**src/rtl/pio_cmd_pkg.sv**
```systemverilog
// pio_cmd_pkg: opcode and state encodings, instruction field positions, flag indices
package pio_cmd_pkg;
    typedef enum logic [2:0] {
        OP_NOP     = 3'd0,
        OP_WRITE   = 3'd1,
        OP_RUN     = 3'd2,
        OP_ENG_RST = 3'd3,
        OP_CLEAR   = 3'd4
    } opcode_t;
    typedef enum logic [2:0] {
        S_IDLE, S_DECODE, S_MEM_WR, S_ENG_START, S_ENG_WAIT, S_ENG_RST, S_DONE
    } state_t;
    localparam int OPC_LSB  = 0;
    localparam int ADDR_LSB = 3;
    localparam int DATA_LSB = 20;
    localparam int RSV_BIT  = 28;
    localparam int FLG_DONE = 0;
    localparam int FLG_BUSY = 1;
    localparam int FLG_ERR  = 2;
    localparam int FLG_OVR  = 3;
    function automatic logic op_legal(input logic [2:0] op);
        return op <= 3'(OP_CLEAR);
    endfunction
endpackage

```
**src/rtl/pio_handshake_sync.sv**
```systemverilog
// pio_handshake_sync: 2-flop synchronizer and registered rising-edge detector for pio_enable
module pio_handshake_sync (
    input  logic clk,
    input  logic reset,
    input  logic pio_enable,
    output logic en_rise
);
    logic [2:0] sync;
    always_ff @(posedge clk)
        if (reset) begin
            sync    <= '0;
            en_rise <= 1'b0;
        end else begin
            sync    <= {sync[1:0], pio_enable};
            en_rise <= sync[1] & ~sync[2];
        end
endmodule

```
**src/rtl/pio_cmd_sequencer.sv**
```systemverilog
// pio_cmd_sequencer: HPS PIO command capture/decode/sequencing; ENG_WAIT watchdog enabled by PIO_TIMEOUT_EN
module pio_cmd_sequencer
    import pio_cmd_pkg::*;
#(
    parameter int ADDR_W      = 17,
    parameter int DATA_W      = 8,
    parameter int RST_CYCLES  = 4,
    parameter int TIMEOUT_CYC = 1048576
) (
    input  logic              clk,
    input  logic              reset,
    input  logic [28:0]       pio_instruct,
    input  logic              pio_enable,
    output logic [3:0]        pio_flags,
    output logic              mem_we,
    output logic [ADDR_W-1:0] mem_addr,
    output logic [DATA_W-1:0] mem_wdata,
    input  logic              mem_ready,
    output logic              eng_start,
    output logic [2:0]        eng_mode,
    input  logic              eng_done,
    output logic              eng_rst
);
    localparam int RCW = $clog2(RST_CYCLES + 1);
    state_t         state, nxt;
    logic [28:0]    word;
    logic [2:0]     opc;
    logic           bad, is_clr, en_rise, tmo, rst_last;
    logic [RCW-1:0] rst_cnt;
    pio_handshake_sync u_sync (
        .clk       (clk),
        .reset     (reset),
        .pio_enable(pio_enable),
        .en_rise   (en_rise)
    );
    assign opc      = word[OPC_LSB +: 3];
    assign bad      = word[RSV_BIT] | ~op_legal(opc);
    assign is_clr   = ~bad && opc == OP_CLEAR;
    assign rst_last = rst_cnt == RCW'(RST_CYCLES - 1);
`ifdef PIO_TIMEOUT_EN
    localparam int TCW = $clog2(TIMEOUT_CYC + 1);
    logic [TCW-1:0] tmo_cnt;
    always_ff @(posedge clk)
        tmo_cnt <= (reset || state != S_ENG_WAIT) ? '0 : tmo_cnt + 1'b1;
    assign tmo = tmo_cnt == TCW'(TIMEOUT_CYC - 1);
`else
    logic timeout_unused;
    assign timeout_unused = TIMEOUT_CYC[0];
    assign tmo = 1'b0;
`endif
    always_ff @(posedge clk)
        if (reset) state <= S_IDLE;
        else       state <= nxt;
    always_comb begin
        nxt = state;
        case (state)
            S_IDLE:      nxt = en_rise ? S_DECODE : S_IDLE;
            S_DECODE:    nxt = bad              ? S_DONE      :
                               opc == OP_WRITE  ? S_MEM_WR    :
                               opc == OP_RUN    ? S_ENG_START :
                               opc == OP_ENG_RST? S_ENG_RST   : S_DONE;
            S_MEM_WR:    nxt = mem_ready ? S_DONE : S_MEM_WR;
            S_ENG_START: nxt = S_ENG_WAIT;
            S_ENG_WAIT:  nxt = eng_done ? S_DONE : tmo ? S_ENG_RST : S_ENG_WAIT;
            S_ENG_RST:   nxt = rst_last ? S_DONE : S_ENG_RST;
            default:     nxt = S_IDLE;
        endcase
    end
    always_comb begin
        mem_we    = state == S_MEM_WR;
        eng_start = state == S_ENG_START;
        eng_rst   = state == S_ENG_RST;
        eng_mode  = (state == S_ENG_START || state == S_ENG_WAIT) ? word[DATA_LSB +: 3] : 3'd0;
    end
    assign mem_addr  = word[ADDR_LSB +: ADDR_W];
    assign mem_wdata = word[DATA_LSB +: DATA_W];
    // A rise outside IDLE is a dropped command: only the sticky overrun flag records it
    always_ff @(posedge clk)
        if (reset) begin
            word      <= '0;
            rst_cnt   <= '0;
            pio_flags <= '0;
        end else begin
            if (state == S_IDLE && en_rise) begin
                word                <= pio_instruct;
                pio_flags           <= '0;
                pio_flags[FLG_BUSY] <= 1'b1;
            end else if (en_rise) pio_flags[FLG_OVR] <= 1'b1;
            if (state == S_DECODE && bad) pio_flags[FLG_ERR] <= 1'b1;
            if (state == S_ENG_WAIT && tmo && !eng_done) pio_flags[FLG_ERR] <= 1'b1;
            if (state == S_DONE) begin
                pio_flags[FLG_BUSY] <= 1'b0;
                pio_flags[FLG_DONE] <= ~is_clr;
            end
            rst_cnt <= state == S_ENG_RST ? rst_cnt + 1'b1 : '0;
        end
endmodule
```
**config.mk**
```make
export PLATFORM = sky130hd
export DESIGN_NAME = pio_cmd_sequencer
export DESIGN_NICKNAME = d
export VERILOG_FILES = /design/src/rtl/pio_cmd_pkg.sv /design/src/rtl/pio_handshake_sync.sv /design/src/rtl/pio_cmd_sequencer.sv
export SDC_FILE = /design/constraint.sdc
export NUM_CORES = 1
export LEC_CHECK = 0
export CAP_MARGIN = 0
export CORE_MARGIN = 10
export CORE_UTILIZATION = 61
export CTS_CLUSTER_DIAMETER = 30
export DETAILED_ROUTE_END_ITERATION = 8
export DONT_BUFFER_PORTS = 1
export GPL_ROUTABILITY_DRIVEN = 0
export PLACE_DENSITY_LB_ADDON = 0.1
export SYNTH_ARGS = -nofsm -noshare
export SYNTH_HDL_FRONTEND = slang
export SYNTH_SLANG_ARGS = --single-unit
```
**constraint.sdc**
```tcl
create_clock -name clk -period 1.8 [get_ports clk]
set_input_delay 0.45 -clock clk [delete_from_list [all_inputs] [get_ports clk]]
set_output_delay 0.45 -clock clk [all_outputs]
set_load 0.005 [all_outputs]
```
==> metrics.log, run 1 <==
[metrics] number of cell instances on the worst register-to-register path: 5
[metrics] Routed wire per std cell: around 16 microns
[metrics] via-per-instance ratio: roughly 5.6
[metrics] number of buffers on the longest clock path: 2
[metrics] areal power density over the cells: 848.6 mW/mm^2
[metrics] result of the run: finished, final reports clean
[metrics] maximum number of pins on one net before global-route repair: 39
[metrics] synthesized instance count: between 200 and 250
[metrics] standard-cell rows: 19
[metrics] number of optimization iterations in the first detailed-route pass: 4
[metrics] Setup Total Neg Slack: 0 ns
[metrics] number of buffers added by the clock tree synthesis step: 5
[metrics] switch share: between 20% and 30%
[metrics] clock latency of the later-clocked register in the worst-skew pair: between 0.3 and 0.4 ns
[metrics] setup repair after global routing missed its margin: false
[metrics] total via count after detailed routing: 1307
[metrics] crit end category: output pin
[metrics] part of the power in the clock network: 29.1%
[metrics] vias in the first global route: 1226
[metrics] Iteration-0 DRC Markers: 81
[metrics] part of the total power dissipated in combinational logic: 4.7%
[metrics] port buffer count: 0
[metrics] r2r startpoint: state[0]$_SDFF_PP0_
[metrics] Net count, final: 238
[metrics] transition time at the pin with the least slew margin: 0.3317 ns
[metrics] Die Footprint: about 0.0056 sq mm
[metrics] startpoint kind of the worst setup timing path: register
[metrics] ports placed on the boundary: 69
[metrics] die width: 75.14 microns
[metrics] Sequential cell area: 864.6 sq um
[metrics] sequential share of the synthesized area: approximately 46%
[metrics] effective utilization at floorplan: 65.55%
[metrics] CTS clock-pin slew for the worst setup and hold paths: 0.12 ns
[metrics] CP arrival: around 1.3 ns
[metrics] RR Endpoint: word[27]$_SDFFE_PP0P_
[metrics] number of diodes added for antenna fixing: 0
[metrics] remaining number of nets flagged by the antenna check after routing: 0
[metrics] LEAKAGE: 0.6329 nW
[metrics] R2R Setup Slk: 0.22 ns
[metrics] number of unique standard cell types used by synthesis: 30
[metrics] total gr overflow: 0
[metrics] share of cells above drive strength 1: 10.84%
[metrics] Residual DRC: 0
[metrics] IR drop worst, VDD: approximately 560 uV
[metrics] number of sinks on the clock net: 43
[metrics] last element of the critical path: eng_mode[0]
[metrics] core box area: about 0.0028 sq mm
[metrics] number of fillers in the final layout: 260
[metrics] skew final: 0.005041 ns
[metrics] switching component of the power: between 0.3 and 0.4 mW
[metrics] H-tree level count: 2
[metrics] number of max-slew violations in the final report: 0
[metrics] placed wire-length estimate after detailed placement: 2778 microns
[metrics] worst hold slack across all endpoints: 0.1626 ns
[metrics] P_int: 1.159 mW
[metrics] maximum clock frequency: 0.5864 GHz
[metrics] fraction of the cycle the final worst path needs: 94.74%
[metrics] startpoint of the tightest hold check path: reset
[metrics] hold-fix buffers at CTS: 0
[metrics] most frequent cells in the layout: sky130_fd_sc_hd__nand2_1, sky130_fd_sc_hd__dfxtp_1, sky130_fd_sc_hd__a21oi_1, sky130_fd_sc_hd__buf_4, sky130_fd_sc_hd__nor2_1
[metrics] number of antenna violations at the first check in global routing: 0
[metrics] number of nets produced by synthesis: approximately 260
[metrics] floorplan die height: about 75 microns
[metrics] sum of routed wire length over all layers: approximately 3600 microns
[metrics] critical path startpoint: state[0]$_SDFF_PP0_
[metrics] commonest non-fill, non-tap cell in the layout: sky130_fd_sc_hd__nand2_1
[metrics] maxcap violations: 0
[metrics] data required time of the critical path: 1.35 ns
[metrics] clock tree root buffer cell: sky130_fd_sc_hd__clkbuf_4
[metrics] peak fanout along the critical path: 3
[metrics] final-report setup violation count: 0
[metrics] Flop pwr share: approximately two thirds
[metrics] worst min path class: input port to register
[metrics] minimum clock period: 1.705 ns
[metrics] global-route wire length before repair: 5533 microns
[metrics] total of warnings raised by yosys: 0
[metrics] area added between synthesis and finish: -4.858%
[metrics] global-route usage over all layers: 12.72%
[metrics] Synth Area per Inst: 8.241 sq um
[metrics] TritonCTS clock tree: done
[metrics] worst max-slew margin expressed relative to the limit: 77.57%
[metrics] class of the most critical setup path: register to output pin
[metrics] Synth Register Bits: 43
[metrics] footprint of the multi-input gates: 728.2 sq um
[metrics] Fin. Hold Viols: 0
[metrics] post-synth design cell area: 0.001854 sq mm
-- state kept, by name, indices dropped and copies added, names as in the netlist --
register,flops
word,29
state,3
u_sync.sync,3
u_sync.en_rise,1
pio_flags,4
rst_cnt,3
-- power by group through the flow --
stage	Combinational (mW)	Clock, mW	Sequential (mW)
finish	0.0708	0.436	0.991
global route	0.0817	0.493	0.995
CTS	0.0699	0.455	0.992
detailed placement	0.0671	0	1.01
global placement	0.0637	0	1.01
floorplan	0.0836	0	1.01
-- worst min path at each step --
stage / end / cells after the start
floorplan: u_sync.en_rise$_SDFF_PP0_ / 1
global placement: u_sync.en_rise$_SDFF_PP0_ / 1
detailed placement: u_sync.en_rise$_SDFF_PP0_ / 1
CTS: word[5]$_SDFFE_PP0P_ / 1
global route: word[7]$_SDFFE_PP0P_ / 1
finish: word[16]$_SDFFE_PP0P_ / 1
-- Yosys cell counts (all sizes together) --
master  number  area share [%]
a211oi       1            0.41
a21oi       35             9.4
a311oi       1            0.47
and2         3             1.0
and3         1            0.34
and3b        2            0.94
buf         34              14
clkbuf       5             1.0
dfxtp       43              46
ha           2             1.3
inv          4            0.81
nand2       59              12
nand2b       3             1.0
nand3b       3             1.2
nor2         8             1.6
nor2b        4             1.3
nor3         2            0.54
nor3b        2            0.81
nor4b        2             1.3
o21a         3             1.2
o21ai        2            0.54
o21bai       1            0.41
o31a         1            0.47
or2          1            0.34
or3b         1            0.47
or4b         1            0.54
xor2         1            0.47
-- layout make-up --
type / count / area share [%]
Tap cell: 31 / 2.199
Timing Repair Buffer: 9 / 3.830
Clock inverter: 1 / 0.2837
Sequential cell: 43 / 49.01
Inverter: 4 / 0.8511
Multi-Input combinational cell: 139 / 41.28
Clock buffer: 7 / 2.553
-- critical path, stage by stage (launching register included) --
cell,delay [ns]
sky130_fd_sc_hd__dfxtp_2,0.35
sky130_fd_sc_hd__and3b_1,0.20
sky130_fd_sc_hd__o21bai_4,0.19
sky130_fd_sc_hd__and2_1,0.18
-- cells by family (layout without fill, tap and decap cells) --
family | count (synthesis) | after routing | synth area share (%)
AO/OA/AOI/OAI | 44 | 44 | 12.96
adder cells (fa/ha/maj) | 2 | 2 | 1.349
buffers and inverters | 43 | 21 | 15.38
flip-flops | 43 | 43 | 46.42
AND/OR/NAND/NOR | 92 | 92 | 23.41
XOR/XNOR | 1 | 1 | 0.4724
-- metrics by stage --
stage / setup WS, ns / cell area [sq um] / power [mW] / cells / utilization, %
after CTS: 0.005041 / 1748 / 1.516 / 233 / 61.79
final: 0.09464 / 1764 / 1.497 / 234 / 62.36
after global routing: 0.02566 / 1764 / 1.569 / 234 / 62.36
after global placement: 0.3770 / 1684 / 1.076 / 224 / 59.53
after floorplan: 0.2915 / 1854 / 1.089 / 225 / -
after detailed placement: 0.3337 / 1684 / 1.080 / 224 / 59.53
-- metal layers --
layer	vias to the layer above	global-route usage, %	wire length (microns)
li1	663	-	-
met1	599	12.85	1376
met2	43	22.29	1847
met3	2	6.833	410
met4	0	3.711	14
met5	-	0	0
-- what timing repair did --
item	4_1_cts	5_1_grt
endpoints found under the setup margin	3	3
buffers inserted	1	1
gates resized for setup	3	2
(Power assumes the default switching activity.)
==> inputs of run 2 (changes only) <==
Settings changed: SETUP_SLACK_MARGIN from default to 0.4, SLEW_MARGIN from default to 0.
==> run 2 against run 1 <==
  * Flip-flop and latch count did not move
  * Combinational power rose by 16%
  * Final area rose by 6.1%
  * Clock-buffer cell count fell by 1
==> metrics.log, run 2 (synthesis gave the netlist of run 1 again) <==
[metrics] result of the run: finished, final reports clean
[metrics] maximum clock frequency: 0.5667 GHz
[metrics] number of antenna violations at the first check in global routing: 0
[metrics] number of cell instances on the worst register-to-register path: 5
[metrics] H-tree level count: 2
[metrics] standard-cell rows: 19
[metrics] placed standard-cell area: 0.001678 sq mm
[metrics] data required time of the critical path: 1.35 ns
[metrics] transition time at the pin with the least slew margin: 0.3546 ns
[metrics] CP max stage delay: 0.38 ns
[metrics] TritonCTS clock tree: done
[metrics] number of diodes added for antenna fixing: 0
[metrics] share of cells above drive strength 1: approximately 15%
[metrics] effective utilization at floorplan: 65.55%
[metrics] global-route wire length before repair: 5844 microns
[metrics] maximum number of pins on one net before global-route repair: 39
[metrics] skew final: around 0.011 ns
[metrics] commonest non-fill, non-tap cell in the layout: sky130_fd_sc_hd__nand2_1
[metrics] remaining number of nets flagged by the antenna check after routing: 0
[metrics] Largest register FFs: 29
[metrics] clock tree root buffer cell: sky130_fd_sc_hd__clkbuf_4
[metrics] areal power density over the cells: around 900 mW/mm^2
[metrics] number of max-slew violations in the final report: 0
[metrics] Die Footprint: 0.005645 sq mm
[metrics] hold-fix buffers at CTS: 0
[metrics] list of cells traversed by the critical path: and3b_2 -> o21bai_4 -> and2_4
[metrics] CTS clock-pin slew for the worst setup and hold paths: 0.12 ns
[metrics] LEAKAGE: 0.6873 nW
[metrics] area added between synthesis and finish: 0.9450%
[metrics] Fin. Hold Viols: 0
[metrics] most frequent cells in the layout: sky130_fd_sc_hd__nand2_1, sky130_fd_sc_hd__dfxtp_1, sky130_fd_sc_hd__a21oi_1, sky130_fd_sc_hd__nor2_1, sky130_fd_sc_hd__buf_4
[metrics] final design instance area without fill: ~0.0019 sq mm
[metrics] worst hold slack across all endpoints: about 0.15 ns
[metrics] crit end category: output pin
[metrics] setup repair after global routing missed its margin: true
[metrics] CP arrival: 1.31 ns
[metrics] vias in the first global route: between 1000 and 1500
[metrics] peak fanout along the critical path: 4
[metrics] minimum clock period: 1.765 ns
[metrics] Residual DRC: 0
[metrics] ports placed on the boundary: 69
[metrics] Routed wire per std cell: 16.43 microns
[metrics] number of sinks on the clock net: 43
[metrics] Net count, final: 243
[metrics] core box area: 0.002829 sq mm
[metrics] clock latency of the later-clocked register in the worst-skew pair: 0.35 ns
[metrics] number of buffers on the longest clock path: 2
[metrics] number of optimization iterations in the first detailed-route pass: 4
[metrics] number of buffers added by the clock tree synthesis step: 5
[metrics] total gr overflow: 0
[metrics] final-report setup violation count: 0
[metrics] worst max-slew margin expressed relative to the limit: 76.03%
[metrics] global-route usage over all layers: between 10% and 20%
[metrics] class of the most critical setup path: register to output pin
[metrics] placed wire-length estimate after detailed placement: around 2800 microns
[metrics] IR drop worst, VDD: ~730 uV
[metrics] startpoint kind of the worst setup timing path: register
[metrics] maxcap violations: 0
[metrics] Hold Path Cell Cnt: 1
[metrics] Iteration-0 DRC Markers: 77
[metrics] Top Registers: word: 29 flops, pio_flags: 4 flops
[metrics] sum of routed wire length over all layers: 3926 microns
[metrics] Most flops, register: word
[metrics] die width: 75.14 microns
[metrics] port buffer count: 0
[metrics] fraction of the cycle the final worst path needs: a little over nine tenths
[metrics] via-per-instance ratio: 5.586
[metrics] worst min path class: input port to register
[metrics] floorplan die height: 75.14 microns
[metrics] slowest stage cell, crit path: sky130_fd_sc_hd__dfxtp_4
[metrics] total via count after detailed routing: around 1300
==> run 2: cell count changes in the layout (fill, tap and decap cells not counted), sizes merged <==
cell | before | now
buf | 9 | 14
clkbuf | 7 | 6
bufinv | 0 | 1
==> run 2: layout make-up <==
type	instances	area [sq um]
clock buffers	6	51.30
clock inverters	2	35.03
fillers	250	957.2
inverters	4	15.01
multi-input cells	139	738.2
flip-flops and latches	43	872.1
well taps	31	38.79
repair buffers	14	121.4
==> run 2: where the power goes <==
part / total, mW / internal (mW) / switching (mW) / leakage, nW
Sequential: 0.989 / 0.971 / 0.0183 / 0.350
Combinational: 0.0823 / 0.0407 / 0.0417 / 0.289
Clock: 0.622 / 0.328 / 0.294 / 0.0482
==> run 2: path summary, 6_finish.rpt <==
kind                                  start                        end  slack (ns)
setup reg to reg        state[1]$_SDFF_PP0_  pio_flags[0]$_SDFFE_PP0P_        0.23
hold / removal                        reset       word[0]$_SDFFE_PP0P_        0.15
setup / recovery        state[2]$_SDFF_PP0_                eng_mode[0]        0.04
hold reg to reg   u_sync.sync[2]$_SDFF_PP0_  u_sync.en_rise$_SDFF_PP0_        0.41
==> run 2: metal layers <==
layer | wire length, microns | GRT usage, % | share of wire (%)
met1 | 1476 | 12.98 | 38
met4 | 42 | 4.742 | 1.1
met5 | 0 | 0 | 0
met3 | 441 | 6.439 | 11
met2 | 1967 | 24.29 | 50
==> run 2: stage by stage <==
| step | util (%) | setup TNS (ns) | std cells | power (mW) | setup WS, ns |
|---|---|---|---|---|---|
| 6_report | 66.17 | 0 | 239 | 1.694 | 0.03545 |
| 2_1_floorplan | - | 0 | 225 | 1.092 | 0.4030 |
| 5_1_grt | 66.17 | -0.009453 | 239 | 1.762 | -0.007378 |
| 3_3_place_gp | 59.31 | 0 | 223 | 1.074 | 0.3252 |
| 4_1_cts | 65.50 | 0 | 238 | 1.704 | 0.02977 |
| 3_5_place_dp | 59.31 | 0 | 223 | 1.079 | 0.2834 |
==> run 2: worst max-delay path: cells and delay by family, from the launching register on <==
family          cells  cell delay, ns
flops               1            0.38
compound gates      1            0.18
simple gates        2            0.40
==> run 2: repair_timing <==
action                     in CTS  in global routing
setup buffers                   7                  0
setup endpoints to repair      27                 39
gates resized for setup        12                  4
pin swaps                       1                  3
gates cloned                    0                  1
==> inputs of run 3 (changes only) <==
Settings changed: SKIP_LAST_GASP from default to 1.
==> results of run 3 <==
Final layout, timing and power as in run 2 (identical DEF).
